==> src/rtl/seq_divider.sv <==
// Multi-cycle unsigned restoring divider: one quotient bit per cycle, MSB first.
// Produces {remainder, quotient} for the hi/lo muxes, a modulus output and a divide-by-zero flag.
module seq_divider #(
  parameter int unsigned WIDTH = 16,
  parameter int unsigned CNT_W = 5
) (
  input  logic               clk,
  input  logic               rst_n,
  input  logic               start,
  input  logic [WIDTH-1:0]   a,
  input  logic [WIDTH-1:0]   b,
  output logic               busy,
  output logic               done,
  output logic [2*WIDTH-1:0] y,
  output logic [WIDTH-1:0]   mod,
  output logic               dbz
);

  typedef enum logic [1:0] {
    IDLE,
    RUN,
    DONE
  } state_t;

  localparam logic [WIDTH-1:0] ALL_ONES = '1;
  localparam logic [CNT_W-1:0] LAST_CNT = CNT_W'(WIDTH - 1);

  state_t             state_q, state_d;
  logic [WIDTH-1:0]   rem_q, rem_d;
  logic [WIDTH-1:0]   quo_q, quo_d;
  logic [WIDTH-1:0]   div_q, div_d;
  logic [CNT_W-1:0]   cnt_q, cnt_d;
  logic               dz_q, dz_d;
  logic [2*WIDTH-1:0] y_q, y_d;
  logic [WIDTH-1:0]   mod_q, mod_d;
  logic               dbz_q, dbz_d;

  logic [WIDTH:0]     shifted;
  logic [WIDTH:0]     trial;
  logic [WIDTH-1:0]   rem_next;
  logic [WIDTH-1:0]   quo_next;
  logic               accept;

  // Since rem < divisor always holds, the WIDTH+1 bit trial's MSB is a true sign bit.
  always_comb begin
    shifted  = {rem_q, quo_q[WIDTH-1]};
    trial    = shifted - {1'b0, div_q};
    rem_next = trial[WIDTH] ? shifted[WIDTH-1:0] : trial[WIDTH-1:0];
    quo_next = {quo_q[WIDTH-2:0], ~trial[WIDTH]};
  end

  assign accept = start && ((state_q == IDLE) || (state_q == DONE));

  always_comb begin
    state_d = state_q;
    rem_d   = rem_q;
    quo_d   = quo_q;
    div_d   = div_q;
    cnt_d   = cnt_q;
    dz_d    = dz_q;
    y_d     = y_q;
    mod_d   = mod_q;
    dbz_d   = dbz_q;

    unique case (state_q)
      IDLE, DONE: begin
        if (accept) begin
          quo_d   = a;
          div_d   = b;
          rem_d   = '0;
          cnt_d   = '0;
          dz_d    = (b == '0);
          state_d = RUN;
        end else begin
          state_d = IDLE;
        end
      end
      RUN: begin
        if (dz_q) begin
          y_d     = {quo_q, ALL_ONES};
          mod_d   = quo_q;
          dbz_d   = 1'b1;
          dz_d    = 1'b0;
          state_d = DONE;
        end else begin
          rem_d = rem_next;
          quo_d = quo_next;
          cnt_d = cnt_q + 1'b1;
          if (cnt_q == LAST_CNT) begin
            y_d     = {rem_next, quo_next};
            mod_d   = rem_next;
            dbz_d   = 1'b0;
            state_d = DONE;
          end
        end
      end
      default: state_d = IDLE;
    endcase
  end

  always_ff @(posedge clk or negedge rst_n) begin
    if (!rst_n) begin
      state_q <= IDLE;
      rem_q   <= '0;
      quo_q   <= '0;
      div_q   <= '0;
      cnt_q   <= '0;
      dz_q    <= 1'b0;
      y_q     <= '0;
      mod_q   <= '0;
      dbz_q   <= 1'b0;
    end else begin
      state_q <= state_d;
      rem_q   <= rem_d;
      quo_q   <= quo_d;
      div_q   <= div_d;
      cnt_q   <= cnt_d;
      dz_q    <= dz_d;
      y_q     <= y_d;
      mod_q   <= mod_d;
      dbz_q   <= dbz_d;
    end
  end

  assign busy = (state_q == RUN);
  assign done = (state_q == DONE);
  assign y    = y_q;
  assign mod  = mod_q;
  assign dbz  = dbz_q;

endmodule

==> config.mk <==
export PLATFORM = sky130hd
export DESIGN_NAME = seq_divider
export DESIGN_NICKNAME = d
export VERILOG_FILES = /design/src/rtl/seq_divider.sv
export SDC_FILE = /design/constraint.sdc
export NUM_CORES = 1
export LEC_CHECK = 0
export ABC_AREA = 0
export BUFFER_PORTS_ARGS = -buffer_cell sky130_fd_sc_hd__clkbuf_2
export CAP_MARGIN = 20
export CORE_MARGIN = 2
export CORE_UTILIZATION = 40
export CTS_CLUSTER_DIAMETER = 120
export DETAILED_ROUTE_END_ITERATION = 7
export GPL_ROUTABILITY_DRIVEN = 0
export SYNTH_ARGS = -nofsm -noshare
export SYNTH_HDL_FRONTEND = slang
export SYNTH_SLANG_ARGS = --single-unit
==> constraint.sdc <==
create_clock -name clk -period 6 [get_ports clk]
set_input_delay 0.3 -clock clk [delete_from_list [all_inputs] [get_ports clk]]
set_output_delay 0.3 -clock clk [all_outputs]
set_load 0.01 [all_outputs]
==> results.py, run 1 <==
metrics = {
    "global_routing": {
        "grt.busiest_layer": "met2",
        "grt_pass1_wl_mm": 19.58,
        "met2_usage": 0.3163,
        "use_met1": 0.2537,
        "track_usage": 0.1893,
        "met3_usage": 0.03229,
        "grt_pass1_vias": 3958,
        "overflow": 0,
        "grt_antenna_before_repair": 0,
        "grt_max_degree": 90,
    },
    "worst_setup_path": {
        "worstSetupStartpointType": "flop",
        "r2r_start": "state_q[0]",
        "r2r-end": "quo_q[13]",
        "crit_chain": "nand2b_1, inv_1, nand2b_1, nand2_1, nor2_1, a31oi_1",
        "crit_fanout": 32,
        "setup.worst_path.start": "state_q[0]",
        "crit_buf_inv": 1,
        "critPathTopFamily": "simple AND/OR/NAND/NOR gates",
        "critPathKind": "flop to flop",
        "worst-path-stages": 6,
        "crit_slowest_cell": "nand2b_1",
        "slowest_delay_ns": 0.88,
        "crit_required_ns": 6.18,
        "regToRegSetupSlack_ns": 2.14,
        "endpoint": "quo_q[13]",
        "crit_top_cell": "nand2b_1",
        "end_kind": "flop",
        "cp.arrival_ns": 4.04,
        "reg2reg_depth": 6,
    },
    "floorplan": {
        "core-area_um2": 11910,
        "die_w_um": 114.1,
        "chipHeight_um": 114.1,
        "num_rows": 40,
        "ioPinCount": 86,
        "die_area_um2": 13020,
        "initial_utilization": 0.4072,
    },
    "place": {
        "io_buffers": 85,
        "dp.cells": 735,
        "place_ws_ns": 2.030,
        "dp_hpwl_mm": 8.464,
    },
    "sta": {
        "final.setup.tns_ns": 0,
        "slew_viol_final": 0,
        "worst_pin_slew_ns": 0.9434,
        "slew_headroom": 0.3695,
        "fmax_mhz": 258.8,
        "period_needed_ns": 3.865,
        "fin_crit_sh": 0.6441,
        "rsz0062_at_grt": "no",
        "setup_viol": 0,
        "final-hold-violation-count": 0,
        "fin_worst_skew_ns": 0.01198,
        "worst_slack_ns": 2.135,
    },
    "power": {
        "ir_drop_mv": 0.3024,
        "p_switching_uw": 1756,
        "swShare": 0.4470,
        "pwr-share-seq": 0.282,
        "power.density_nw_per_um2": 701.3,
        "cellLeakagePower_uw": 0.002676,
        "p_comb_frac": 0.558,
        "power.internal_uw": 2172,
        "clockPowerShare": 0.159,
    },
    "cts": {
        "clockBufferDepth": 2,
        "htree_num_levels": 3,
        "cts.repair.resized": 0,
        "root_buffer": "clkbuf_16",
        "numCtsBuffers": 9,
        "cts_tree": "done",
        "clk_pin_slew_ns": 0.07,
        "insertion_delay_ns": 0.34,
        "clock_sinks": 89,
    },
    "route": {
        "drc": 0,
        "routed_wl_mm": 11.82,
        "wl_per_cell_um": 15.70,
        "viasPerCell": 5.413,
        "drt_iter0_markers": 210,
        "drt.antenna.violating_nets": 0,
        "drt_pass1_iterations": 4,
        "vias": 4076,
    },
    "synthesis": {
        "yosysMostFrequentCell": "nand2_1",
        "ys_seq_area_frac": 0.4591,
        "yosysWarnings": 0,
        "async_reset_ff_frac": 1.000,
        "synth_edf_count": 0,
        "synthTopCellsByArea": "dfrtp_1 46%, nand2_1 8.4%, ha_1 4.6%",
        "synth_fp_nets": 601,
        "ys_types": 52,
        "yosys-top-cells-count": "108 x nand2_1, 89 x dfrtp_1, 44 x o21ai_0, 31 x nor2_1, 30 x nand3_1",
        "synthFlopType": "dfrtp_1",
        "synth.top_cell.area_share": 0.4591,
        "synth_top_cell_by_area": "dfrtp_1",
        "syn_area_um2": 4851,
        "syn_inst": 547,
        "syn_avg_cell_area_um2": 8.868,
        "ys_ff_latch": 89,
    },
    "run": {
        "maxCapViolCount": 0,
    },
    "layout": {
        "fillers": 1191,
        "drive_gt1_frac": 0.1865,
        "fin_cells": 753,
        "finish.utilization": 0.4702,
        "syn_to_final_growth_pct": 15.45,
        "antenna_cells": 0,
        "final_nets": 655,
    },
    "min_path": {
        "hold_path_class": "input port to flop",
    },
    "outcome": {
        "status": "finished clean",
    },
}
power groups by stage:
stage | sequential, uW | combinational (uW) | clock, uW
after detailed placement | 1120 | 2190 | 0
after floorplan | 1090 | 1700 | 0
final | 1110 | 2190 | 626
after global routing | 1150 | 2450 | 665
after global placement | 1110 | 2130 | 0
after CTS | 1110 | 2200 | 641
worst register-to-register path, stage by stage (launching register included):
cell and delay, ns:
dfrtp_1 0.41, nand2b_1 0.56, inv_1 0.65, nand2b_1 0.89
nand2_1 0.83, nor2_1 0.32, a31oi_1 0.06
registers in the layout, summed over array words and instances (netlist names):
signal,flops
dbz,1
cnt_q,5
dz_q,1
div_q,16
state_q,2
rem_q,16
y,32
quo_q,16
kinds of logic after synthesis:
logic type               after synthesis  share of synthesized area
AO/OA/AOI/OAI                        136                     0.1695
buffers and inverters                 65                    0.06551
adder cells (fa/ha/maj)               19                    0.05056
XOR/XNOR                              16                    0.03276
AND/OR/NAND/NOR                      207                     0.1914
flip-flops                            89                     0.4591
multiplexers                          15                    0.03121
per-stage QoR:
step                      hold WS [ns]  area (um^2)  total power [uW]
after floorplan               0.004409         4851              2790
after global placement          0.4578         5230              3242
after detailed placement        0.4627         5230              3308
after CTS                       0.1810         5563              3956
after global routing            0.1993         5600              4265
final                           0.1908         5600              3928
cells in the final DEF, fill, tap and decap left out, types with 3 or more instances in the layout:
cell / count
a21o_1: 4
a21oi_1: 28
a31oi_1: 18
clkbuf_16: 9
clkbuf_2: 84
dfrtp_1: 89
ha_1: 18
inv_1: 20
inv_6: 3
mux2i_1: 14
nand2_1: 108
nand2b_1: 8
nand3_1: 30
nand3b_1: 9
nor2_1: 31
nor3_1: 3
nor4_1: 4
o211ai_1: 5
o21a_1: 3
o21ai_0: 44
o21ai_1: 9
o22ai_1: 8
xnor2_1: 6
xor2_1: 9
layer usage:
layer  vias to the layer above  part of all wire
met3                        12             0.032
met2                        72              0.50
met5                         -                 0
li1                       2000                 -
met4                         0             0.012
met1                      1992              0.46
area by class of cell:
type                            count  area (um^2)  share of cell area
Clock inverter                      6        93.84             0.01676
Sequential cell                    89         2227              0.3977
Timing Repair Buffer               88        473.0             0.08445
Inverter                           20        75.07             0.01340
Multi-Input combinational cell    393         2308              0.4122
Clock buffer                       10        239.0             0.04267
Tap cell                          147        183.9             0.03284
worst min path at each step:
| stage | startpoint | depth (start not counted) | to | slack (ns) |
|---|---|---|---|---|
| 2_1_floorplan | rst_n | 0 | cnt_q[0] | 0.004 |
| 3_3_place_gp | dbz | 2 | dbz | 0.46 |
| 3_5_place_dp | dbz | 2 | dbz | 0.46 |
| 4_1_cts | b[11] | 3 | div_q[11] | 0.18 |
| 5_1_grt | b[8] | 3 | div_q[8] | 0.20 |
| 6_report | b[5] | 3 | div_q[5] | 0.19 |
repair_timing:
action	CTS	global route
hold buffers	0	1
buffers inserted	0	0
hold endpoints to repair	0	36
Note: power is estimated with default switching activity, not from simulation.
==> run 2: changes to the inputs <==
==> constraint.sdc (replaced) <==
create_clock -name clk -period 3.7 [get_ports clk]
set_input_delay 0.185 -clock clk [delete_from_list [all_inputs] [get_ports clk]]
set_output_delay 0.185 -clock clk [all_outputs]
set_load 0.01 [all_outputs]
==> run 2 against run 1 <==
Net effect:
- register-to-register slack got worse by 1.5 ns
- routed wire length rose by 2.2%
- combinational power increased by 63%
- sequential share of layout area barely moved
- via count about the same
- cell count is 0.93% higher
==> results.py, run 2 (synthesis gave the netlist of run 1 again) <==
metrics = {
    "route": {
        "drt_iter0_markers": 170,
        "routed_wl_mm": 12.08,
        "vias": 4073,
        "drt-met1-wl_mm": 5.586,
        "route.met3.wl_um": 383,
        "wl_per_cell_um": 15.89,
        "drt.antenna.violating_nets": 0,
        "top_layer": "met4",
        "drt_pass1_iterations": 4,
        "drc": 0,
        "viasPerCell": 5.359,
        "wl_met2_mm": 5.902,
    },
    "sta": {
        "period_needed_ns": 3.064,
        "fin_crit_sh": 0.8280,
        "fin_worst_skew_ns": 0.01121,
        "worst_slack_ns": 0.6365,
        "slew_viol_final": 0,
        "rsz0062_at_grt": "no",
        "worst_pin_slew_ns": 0.9809,
        "final-hold-violation-count": 0,
        "slew_headroom": 0.3445,
        "final.setup.tns_ns": 0,
        "hold_ws_ns": 0.06718,
        "fmax_mhz": 326.4,
        "setup_viol": 0,
    },
    "layout": {
        "drive_gt1_frac": 0.1958,
        "multi_input_area_um2": 2308,
        "final_nets": 662,
        "final_cell_mix": "108 x nand2_1, 89 x dfrtp_1, 84 x clkbuf_2, 44 x o21ai_0, 31 x nor2_1",
        "syn_to_final_growth_pct": 15.48,
        "antenna_cells": 0,
        "fillers": 1181,
        "mostFrequentLayoutCell": "nand2_1",
        "largest_register_ffs": 32,
        "regArea_um2": 2227,
        "finalInstanceArea_um2": 5602,
    },
    "outcome": {
        "status": "finished clean",
    },
    "floorplan": {
        "die_area_um2": 13020,
        "die_w_um": 114.1,
        "num_rows": 40,
        "chipHeight_um": 114.1,
        "ioPinCount": 86,
        "initial_utilization": 0.4072,
        "core-area_um2": 11910,
    },
    "worst_setup_path": {
        "critPathKind": "flop to flop",
        "cp.arrival_ns": 3.33,
        "worstSetupStartpointType": "flop",
        "endpoint": "y[16]",
        "crit_required_ns": 3.97,
        "r2r_start": "quo_q[15]",
        "regToRegSetupSlack_ns": 0.64,
        "end_kind": "flop",
        "crit_fanout": 7,
        "setup.worst_path.start": "quo_q[15]",
        "reg2reg_depth": 12,
        "r2r-end": "y[16]",
    },
    "cts": {
        "postCtsSetupBuffers": 0,
        "clock_sinks": 89,
        "clk_pin_slew_ns": 0.07,
        "clockBufferDepth": 2,
        "root_buffer": "clkbuf_16",
        "insertion_delay_ns": 0.35,
        "numCtsBuffers": 9,
        "cts_tree": "done",
        "htree_num_levels": 3,
    },
    "place": {
        "dp_hpwl_mm": 8.854,
        "io_buffers": 85,
        "place_area_um2": 5290,
        "place_ws_ns": 0.6227,
    },
    "global_routing": {
        "grt_pass1_wl_mm": 19.73,
        "grt_antenna_before_repair": 0,
        "grt_max_degree": 64,
        "overflow": 0,
        "track_usage": 0.1918,
        "grt_pass1_vias": 3921,
    },
    "min_path": {
        "worstHoldStart": "a[3]",
        "hold_path_class": "input port to flop",
        "whs_path_depth": 3,
    },
    "power": {
        "ir_drop_mv": 0.4109,
        "cellLeakagePower_uw": 0.002689,
        "power.density_nw_per_um2": 1129,
    },
    "run": {
        "maxCapViolCount": 0,
    },
}
run 2: changes by cell type in the layout (fill, tap and decap cells not counted):
cell / previous run / this run
inv_8: 0 / 1
buf_16: 1 / 0
bufinv_16: 2 / 1
clkbuf_8: 1 / 0
inv_6: 3 / 2
clkinv_2: 0 / 2
buf_4: 2 / 10
run 2: final cells by class:
class | instances | share of cell area
Multi-Input combinational cell | 393 | 0.4121
Sequential cell | 89 | 0.3976
Timing Repair Buffer | 95 | 0.09024
Clock buffer | 9 | 0.04021
Tap cell | 147 | 0.03283
Clock inverter | 7 | 0.01363
Inverter | 20 | 0.01340
run 2: timing repair:
action	in CTS	in global routing
hold buffers	1	0
gates resized for setup	0	0
endpoints found under the hold margin	62	0
run 2: critical path, stage by stage, from the launching register on:
cell	delay, ns
dfrtp_1	0.40
inv_1	0.08
ha_1	0.17
inv_1	0.06
fa_1	0.43
a211oi_2	0.31
o21ai_2	0.11
a31oi_2	0.28
o21ai_4	0.11
xor2_4	0.29
buf_4	0.24
mux2_2	0.35
o22ai_1	0.15
run 2: worst min-delay path by stage:
stage | to | slack [ns]
after floorplan | cnt_q[0] | -0.11
after global placement | y[4] | 0.32
after CTS | quo_q[2] | 0.06
after detailed placement | y[4] | 0.33
after global routing | quo_q[9] | 0.08
final | quo_q[3] | 0.07
run 2: through the flow:
step / utilization / cells / total power [uW]
after floorplan: - / 547 / 4524
after global placement: 0.4441 / 743 / 5320
after detailed placement: 0.4441 / 743 / 5410
after CTS: 0.4703 / 760 / 6369
after global routing: 0.4703 / 760 / 6861
final: 0.4703 / 760 / 6326
run 2: per-layer routing:
metal,global-route usage,up-vias
li1,-,2006
met5,0,-
met4,0.07642,0
met3,0.02118,16
met2,0.3127,92
met1,0.2630,1959
run 2: report_power, final:
group | internal [uW] | switching, uW | total (uW)
Sequential | 1440 | 361 | 1800
Clock | 531 | 415 | 946
Combinational | 1520 | 2060 | 3580
Total | 3490 | 2840 | 6330
==> run 3: changes to the inputs <==
==> constraint.sdc (replaced) <==
create_clock -name clk -period 2.8 [get_ports clk]
set_input_delay 0.14 -clock clk [delete_from_list [all_inputs] [get_ports clk]]
set_output_delay 0.14 -clock clk [all_outputs]
set_load 0.01 [all_outputs]
==> run 3 against run 2 <==
Net effect:
- cell count up 1.2%
- via count up 0.44%
- worst setup slack worse by 0.48 ns
- hold slack worse by 0.053 ns
- clock-buffer cell count unchanged
- total power up 38%
- largest power group unchanged
- non-clock buffer count up 9
- sequential share of layout area down 0.89 points
==> results.py, run 3 (synthesis gave the netlist of run 1 again) <==
metrics = {
    "sta": {
        "fin_crit_sh": 0.9430,
        "slew_viol_final": 0,
        "fin_worst_skew_ns": 0.01133,
        "rsz0062_at_grt": "no",
        "setup_viol": 0,
        "hold_ws_ns": 0.01441,
        "slew_headroom": 0.5198,
        "worst_pin_slew_ns": 0.7203,
        "worst_slack_ns": 0.1595,
        "fmax_mhz": 378.7,
        "period_needed_ns": 2.640,
        "final-hold-violation-count": 0,
        "final.setup.tns_ns": 0,
    },
    "worst_setup_path": {
        "r2r_start": "quo_q[15]",
        "reg2reg_depth": 12,
        "crit_chain": "inv_2, ha_2, inv_1, fa_2, a211oi_2, o21ai_2, a31oi_4, o21ai_4, xor2_4, buf_6, mux2i_2, o21ai_0",
        "crit_slowest_cell": "dfrtp_1",
        "cp.arrival_ns": 2.86,
        "regToRegSetupSlack_ns": 0.16,
        "r2r-end": "rem_q[5]",
        "critPathKind": "flop to flop",
        "worstSetupStartpointType": "flop",
        "crit_required_ns": 3.02,
        "crit_fanout": 6,
        "slowest_delay_ns": 0.40,
        "end_kind": "flop",
    },
    "power": {
        "pwr-share-seq": 0.274,
        "clockPowerShare": 0.144,
        "swShare": 0.4438,
        "p_switching_uw": 3876,
        "p_comb_frac": 0.583,
        "power.density_nw_per_um2": 1524,
        "power.internal_uw": 4857,
        "ir_drop_mv": 0.6281,
        "cellLeakagePower_uw": 0.002736,
    },
    "cts": {
        "htree_num_levels": 3,
        "clockBufferDepth": 2,
        "numCtsBuffers": 9,
        "clock_sinks": 89,
        "insertion_delay_ns": 0.36,
        "clk_pin_slew_ns": 0.07,
        "cts_tree": "done",
        "root_buffer": "clkbuf_16",
    },
    "place": {
        "dp.cells": 749,
        "io_buffers": 85,
        "dp_hpwl_mm": 8.877,
        "place_area_um2": 5335,
        "place_ws_ns": 0.04564,
    },
    "outcome": {
        "status": "finished clean",
    },
    "layout": {
        "finalInstanceArea_um2": 5731,
        "mostFrequentLayoutCell": "nand2_1",
        "drive_gt1_frac": 0.2203,
        "final_cell_mix": "108 x nand2_1, 89 x dfrtp_1, 84 x clkbuf_2, 43 x o21ai_0, 31 x nor2_1",
        "largest_register_ffs": 32,
        "fin_cells": 769,
        "antenna_cells": 0,
        "final_nets": 671,
        "syn_to_final_growth_pct": 18.13,
    },
    "route": {
        "vias": 4091,
        "drt_iter0_markers": 254,
        "drt_pass1_iterations": 4,
        "drt.antenna.violating_nets": 0,
        "drc": 0,
        "wl_per_cell_um": 16.01,
        "viasPerCell": 5.320,
        "routed_wl_mm": 12.31,
    },
    "run": {
        "maxCapViolCount": 0,
    },
    "floorplan": {
        "core-area_um2": 11910,
        "num_rows": 40,
        "die_area_um2": 13020,
        "die_w_um": 114.1,
        "initial_utilization": 0.4072,
        "chipHeight_um": 114.1,
        "ioPinCount": 86,
    },
    "min_path": {
        "hold_end": "div_q[11]",
        "whs_path_depth": 3,
        "worstHoldStart": "b[11]",
        "hold_path_class": "input port to flop",
    },
    "global_routing": {
        "grt_max_degree": 90,
        "grt_pass1_vias": 3934,
        "track_usage": 0.1951,
        "grt_pass1_wl_mm": 19.88,
        "grt_antenna_before_repair": 0,
        "overflow": 0,
    },
}
run 3: stage by stage:
step                power [uW]    util
finish                    8733  0.4811
global route              9409  0.4811
CTS                       8480  0.4733
detailed placement        7202  0.4479
global placement          7082  0.4479
floorplan                 5978       -
run 3: repair_timing:
| action | CTS | global route |
|---|---|---|
| hold buffers | 0 | 1 |
| endpoints found under the hold margin | 0 | 34 |
| endpoints found under the setup margin | 0 | 29 |
| buffers inserted | 0 | 2 |
| resized for setup | 0 | 12 |
run 3: metal layers:
metal,routed length (um),track usage,up-vias
li1,-,-,2031
met1,5736,0.2748,1978
met2,6071,0.3107,70
met3,335,0.02700,12
met4,168,0.06748,0
met5,0,0,-
run 3: cell type report:
cell class,instances,area [um^2]
fillers,1166,6181
multi-input cells,393,2341
flip-flops and latches,89,2227
repair buffers,104,600.6
clock buffers,9,225.2
well taps,147,183.9
clock inverters,7,77.57
inverters,20,75.07
run 3: critical path: cells and delay by family (launching register included):
kind / cells / cell delay [ns]
AOI/OAI and AO/OA: 5 / 0.84
adders and majority gates: 2 / 0.53
DFF: 1 / 0.40
buffers and inverters: 3 / 0.29
muxes: 1 / 0.24
xor gates and xnor gates: 1 / 0.21
run 3: worst max path at each step:
stage,start,endpoint,slack (ns),cells after the start
after floorplan,quo_q[15],y[26],0.09,12
after global placement,quo_q[15],y[26],0.14,12
after detailed placement,quo_q[15],y[26],0.05,12
after CTS,quo_q[15],y[26],0.04,12
after global routing,quo_q[15],rem_q[8],0.0003,11
final,quo_q[15],rem_q[5],0.16,12
run 3: power by group through the flow:
stage	clock [uW]	sequential [uW]	combinational, uW
after floorplan	0	2330	3650
after CTS	1270	2380	4830
after global routing	1320	2470	5620
after detailed placement	0	2400	4800
final	1250	2390	5090
after global placement	0	2390	4690
